==> config.mk <==
export PLATFORM = sky130hd
export DESIGN_NAME = fc_argmax_classifier
export DESIGN_NICKNAME = d
export VERILOG_FILES = /design/src/rtl/fc_argmax_classifier.sv
export SDC_FILE = /design/constraint.sdc
export NUM_CORES = 1
export LEC_CHECK = 0
export BUFFER_PORTS_ARGS = -buffer_cell sky130_fd_sc_hd__buf_2
export CORE_MARGIN = 2
export CORE_UTILIZATION = 25
export CTS_CLUSTER_DIAMETER = 150
export DETAILED_ROUTE_END_ITERATION = 12
export HOLD_SLACK_MARGIN = 0.06
export REMOVE_ABC_BUFFERS = 1
export SLEW_MARGIN = 0
export SYNTH_ARGS = -nofsm -noshare
export SYNTH_HDL_FRONTEND = slang
export SYNTH_SLANG_ARGS = --single-unit
==> constraint.sdc <==
create_clock -name clk -period 3.2 [get_ports clk]
set_input_delay 0.48 -clock clk [delete_from_list [all_inputs] [get_ports clk]]
set_output_delay 0.48 -clock clk [all_outputs]
set_load 0.05 [all_outputs]
==> src/rtl/fc_argmax_classifier.sv <==
// Argmax over one captured FC score vector, scanned one class per clock.
// Optional FC_ARGMAX_THRESH_EN adds a threshold input and class_detected output.
module fc_argmax_classifier #(
    parameter int NUM_CLASSES = 4,
    parameter int DATA_BITS   = 8,
    parameter int IDX_BITS    = 2
) (
    input  logic                             clk,
    input  logic                             rst,
    input  logic [NUM_CLASSES*DATA_BITS-1:0] in_data,
    input  logic                             in_valid,
`ifdef FC_ARGMAX_THRESH_EN
    input  logic [DATA_BITS-1:0]             threshold,
    output logic                             class_detected,
`endif
    output logic                             in_ready,
    output logic [IDX_BITS-1:0]              class_idx,
    output logic [DATA_BITS-1:0]             class_score,
    output logic                             class_valid
);

    typedef enum logic {
        IDLE = 1'b0,
        SCAN = 1'b1
    } state_t;

    localparam logic [IDX_BITS-1:0] LAST_IDX = IDX_BITS'(NUM_CLASSES - 1);

    state_t state;
    state_t state_nxt;

    logic signed [DATA_BITS-1:0] lanes [NUM_CLASSES];
    logic signed [DATA_BITS-1:0] best_score;
    logic signed [DATA_BITS-1:0] cur_score;
    logic signed [DATA_BITS-1:0] win_score;
    logic [IDX_BITS-1:0]         best_idx;
    logic [IDX_BITS-1:0]         win_idx;
    logic [IDX_BITS-1:0]         cnt;
    logic                        capture;
    logic                        last;

`ifdef FC_ARGMAX_THRESH_EN
    logic signed [DATA_BITS-1:0] thresh_q;
`endif

    always_ff @(posedge clk) begin
        if (rst) begin
            state <= IDLE;
        end else begin
            state <= state_nxt;
        end
    end

    always_comb begin
        state_nxt = state;
        in_ready  = 1'b0;
        capture   = 1'b0;
        last      = (cnt == LAST_IDX);
        case (state)
            IDLE: begin
                in_ready = 1'b1;
                if (in_valid) begin
                    capture   = 1'b1;
                    state_nxt = SCAN;
                end
            end
            SCAN: begin
                if (last) begin
                    state_nxt = IDLE;
                end
            end
            default: state_nxt = IDLE;
        endcase
    end

    // Strict '>' keeps the lowest index among equal maxima.
    always_comb begin
        cur_score = lanes[cnt];
        win_score = best_score;
        win_idx   = best_idx;
        if (cur_score > best_score) begin
            win_score = cur_score;
            win_idx   = cnt;
        end
    end

    always_ff @(posedge clk) begin
        if (rst) begin
            for (int i = 0; i < NUM_CLASSES; i++) begin
                lanes[i] <= '0;
            end
            best_score  <= '0;
            best_idx    <= '0;
            cnt         <= '0;
            class_idx   <= '0;
            class_score <= '0;
            class_valid <= 1'b0;
`ifdef FC_ARGMAX_THRESH_EN
            thresh_q       <= '0;
            class_detected <= 1'b0;
`endif
        end else begin
            class_valid <= 1'b0;
            if (capture) begin
                for (int i = 0; i < NUM_CLASSES; i++) begin
                    lanes[i] <= in_data[i*DATA_BITS +: DATA_BITS];
                end
                best_score <= in_data[DATA_BITS-1:0];
                best_idx   <= '0;
                cnt        <= IDX_BITS'(1);
`ifdef FC_ARGMAX_THRESH_EN
                thresh_q   <= threshold;
`endif
            end else if (state == SCAN) begin
                best_score <= win_score;
                best_idx   <= win_idx;
                if (last) begin
                    class_idx   <= win_idx;
                    class_score <= win_score;
                    class_valid <= 1'b1;
                    cnt         <= '0;
`ifdef FC_ARGMAX_THRESH_EN
                    class_detected <= (win_score >= thresh_q);
`endif
                end else begin
                    cnt <= cnt + IDX_BITS'(1);
                end
            end
        end
    end

endmodule
After elaboration in Yosys (flattened, before gate mapping)
Memory sizes are Yosys's and may differ from the RTL's.
Cells that the tools add are included.
- word-level logic and storage cells: 44
- memory bits (writable): 32
- register bits after elaboration: 24
- input bits: 35
- memories kept: 1
- bitwise operators: 6
- reduce and logical (&&, ||, !) cells: 4
- $add $sub $neg: 1
- multiplexer cells: 22
- equality and inequality tests: 1
- $lt $le $gt $ge: 1
- memory list (memory ; words ; bits a word ; read ports ; clocked after Yosys merged registers in ; write ports ; RTL line ; text):
    lanes ; 4 ; 8 ; 1 ; 0 ; 4 ; 32 ; logic signed [DATA_BITS-1:0] lanes [NUM_CLASSES];
- operators by type and width (kind ; count):
    $mux 8 ; 7
    $mux 1 ; 12
    $gt 8x8->1 ; 1
    $mux 2 ; 2
    $or 1x1->1 ; 4
    $reduce_and 3->1 ; 1
    $reduce_or 3->1 ; 1
    $add 2x1->2 const B ; 1
    $eq 2x2->1 const B ; 1
    $not 1->1 ; 2
    $pmux 1 s2 ; 1
    $reduce_bool 2->1 ; 1
    $reduce_or 2->1 ; 1

Logic depth before layout (Yosys ltp)
- word-level depth: 6
- mapped depth: 11
- mapped depth without buffers: 8

Worst setup path after synthesis
No wires, ideal clock.
- path type: register to register
- from: register cnt[0]
- to: register best_score[3]
- library setup time: 0.123 ns
- path buffers: 2
- period minus slack after synthesis: 2.591 ns
- slack: 0.609 ns
- data arrival time: 2.468 ns
- stages on the path, launching flop included: 10
- path through: dfxtp_1 -> buf_6 -> mux4_1 -> ha_1 -> nand4_1 -> nand2b_1 -> a21o_1 -> and2_4 -> buf_6 -> a311o_2
- cells in the longest elaborated chain, start to end: 5
- RTL lines (what ; RTL line ; text):
    start, declared ; 38 ; logic [IDX_BITS-1:0] cnt;
    start signal, assigned ; 126 ; cnt <= cnt + IDX_BITS'(1);
    $mem_v2 4x8 (*) ; - ;
    $gt 8x8->1 ; 81 ; if (cur_score > best_score) begin
    $mux 8 (*) ; 81 ;
    $mux 8 (*) ; 114 ; end else if (state == SCAN) begin
    $mux 8 (*) ; 104 ; if (capture) begin
    end signal, assigned ; 108 ; best_score <= in_data[DATA_BITS-1:0];
    end signal, assigned ; 115 ; best_score <= win_score;
    end, declared ; 33 ; logic signed [DATA_BITS-1:0] best_score;
Mark *: on every way between the ends. The rest lies on a longest branch, timed or not. The select of a mux whose other input is x is not followed.
A chain may end at the register's enable or synchronous reset.

Final worst setup path
- from: register cnt[0]
- to: register class_idx[0]
- cells in the longest elaborated chain, start to end: 3
- elaborated cells between the ends (all ways): 5
- RTL lines (what ; RTL line ; text):
    $mem_v2 4x8 ; - ;
    $gt 8x8->1 ; 81 ;
    $mux 2 ; 81 ;
    end signal, assigned ; 118 ; class_idx <= win_idx;
    end, declared ; 17 ; output logic [IDX_BITS-1:0] class_idx,
Several ways; a longest one is shown, not always the timed one.

==> metrics.txt <==
final hold slack 0.459 ns; Area Overhead vs Synth 17.5%; # IOs 47; total chip power 0.00176 W; Initial Util 25.9%; # hold bufs at CTS 0; syn avg cell area 11.7 µm²; crit-path max cell delay 0.62 ns; Top FF cell, synth edfxtp_1; Post-synth EDFFs 32; Slew HR 21.7%; worst min path class primary input to register; Core Region 10900 µm²; Hold Vio Cnt, Final 0; gr usage total 10.3%; 1st-pass router iterations 4; fmax 344 MHz; crit path max-delay cell type mux4_1; share of cells above drive strength 1 24.1%; number of diodes 0; CP Launch Type register; Simple-Gate Fraction of Synth Area 15.6%; Worst Skew 0.00656 ns; Synth Warn # 0; vias 1966; Synth top area share 34.0%; post-DP HPWL 4480 µm; Pwr Density 530 nW/µm²; WL per Instance 14.9 µm; DRT Wirelength 6330 µm; Worst Path Required 3.38 ns; Resize count post-CTS 0; Pleak 1.33 nW; met1 GRT Util 14.4%; Worst-path clk slew 0.07 ns; RSZ-0062 raised after global routing false; Synth Instances 241; synthesized flop and latch total 56; dpl cells 418; ys async rst share 0%; Yosys top cell by area edfxtp_1; Clock Tree Buf Depth 2; GR Util met2 16.6%; Initial DRC Count 84; hold_sp in_data[14]; CTS buffer count 5; vias in the first global route 1917; Sink Count 56; crit path time final 2.91 ns; status completed; Final period util 90.8%; count leader, synth and2_1; multi-input logic area 1200 µm²; xor/xnor share of the synthesized area 0%; reg2reg start cnt[0]$_SDFFE_PP0P_; root buffer cell clkbuf_16; Slew @ Worst Pin 1.17 ns; list of most frequent post-synthesis cells and2_1 (35), edfxtp_1 (32), nand2_1 (26); fillers 1126; Die ar. 12200 µm²; CP Capture Type register; critical path class register to register; maximum capacitance violations 0; synth top area cells edfxtp_1 (34%), dfxtp_1 (17%), and2_1 (7.7%), mux4_1 (6.5%), ha_1 (4.0%); Cell Area, Synth 2830 µm²; largest net degree at the start of global routing 34; postcts setup bufs 0; synthesized-area fraction occupied by adder cells 3.98%; fin. max-slew vios 0; routability cong. 0.800; FF+latch area 1440 µm²; Row Count 38; Nets 329; Antenna Nets Post-Route 0; final setup TNS 0 ns; chip width 110 µm; worst path cell trace buf_12 > mux4_1 > ha_1 > nor2b_1 > o211ai_1 > a21o_1 > buf_4 > a21oi_1 > a311o_2; mux cell area share after synthesis 10.8%; Die Height 110 µm; CP startpoint cnt[0]$_SDFFE_PP0P_; Seq/Total Area, Yosys 50.9%; Vias/cell 4.62; VDD IR max 0.000297 V; global-route wire length before repair 10200 µm; Clk Latency, worst-skew pair 0.30 ns; Non-Filler Instances 426; GRT Residual Overflow 0; CTS tree yes; initial antenna violation count 0; PortBufs 46; WP data arrival 3.09 ns; Crit Path Max Fanout 11; final setup fails 0; met3 usage 1.87%; largest family of logic cells by synthesized area simple AND/OR/NAND/NOR gates; DRC errors left 0; complex-gate fraction of the synthesized area 12.1%; Yosys cell types 33; H-tree levels 2; busiest grt layer met2
worst paths after layout:
path         depth (start not counted)  slack [ns]                          end
max                                  9        0.29    class_idx[0]$_SDFFE_PP0P_
min                                  2        0.46    lanes[1][6]$_SDFFCE_PN0P_
max reg2reg                          9        0.29    class_idx[0]$_SDFFE_PP0P_
min reg2reg                          2        0.47  class_score[2]$_SDFFE_PP0P_
sequential cells by signal, indices dropped and copies added, names as in the netlist:
signal       flops
class_valid      1
class_idx        2
best_idx         2
cnt              2
class_score      8
lanes           32
best_score       8
state            1
worst max-delay path, delay by kind of cell, from the launching register on:
kind	cells	cell delay (ns)
AO/OA/AOI/OAI	4	0.89
AND/OR/NAND/NOR	1	0.13
multiplexers	1	0.62
buffers and inverters	2	0.41
flip-flops	1	0.42
adder cells (fa/ha/maj)	1	0.32
placed cells by master (no fill, tap or decap), types with 3 or more instances in the layout:
cell       netlist  final
buf_2            5     46
and2_1          35     35
edfxtp_1        32     32
nand2_1         26     26
dfxtp_1         24     24
inv_1           12     12
a21oi_1         11     11
o211ai_1        10     10
nand4_1         10     10
mux2i_1         10     10
ha_1             9      9
buf_4            1      8
mux4_1           7      7
a211oi_1         6      6
a21o_1           5      5
clkbuf_16        0      5
nor2_1           4      4
a311o_2          4      4
a311oi_1         4      4
nor2b_1          3      3
nor3_1           3      3
where the power goes:
part	internal (W)	switching, W
sequential	0.000813	0.0000267
clock	0.000313	0.000249
combinational	0.000148	0.000215
total	0.00127	0.000491
per-stage QoR:
| stage | setup slack, ns | utilization, % | cell area [µm²] |
|---|---|---|---|
| floorplan | 0.0746 | - | 2690 |
| global placement | 0.379 | 29.0 | 3180 |
| detailed placement | 0.351 | 29.0 | 3180 |
| CTS | 0.318 | 30.4 | 3330 |
| global route | 0.153 | 30.4 | 3330 |
| finish | 0.295 | 30.4 | 3330 |
area by class of cell:
| class | count | area share, % |
|---|---|---|
| clock buffers | 7 | 4.29 |
| clock inverters | 1 | 0.226 |
| multi-input cells | 155 | 36.2 |
| repair buffers | 55 | 9.33 |
| well taps | 140 | 5.27 |
| inverters | 12 | 1.35 |
| flip-flops and latches | 56 | 43.3 |
layer usage:
layer	vias up	part of all wire, %
met2	53	46
met5	-	0
met3	5	3.3
met4	0	0.84
li1	977	-
met1	931	50
cells by family after synthesis:
family          count (synthesis)
buf+inv                        30
compound gates                 45
mux                            18
flops                          56
fa+ha+maj                       9
simple gates                   83
(Power assumes the default switching activity.)
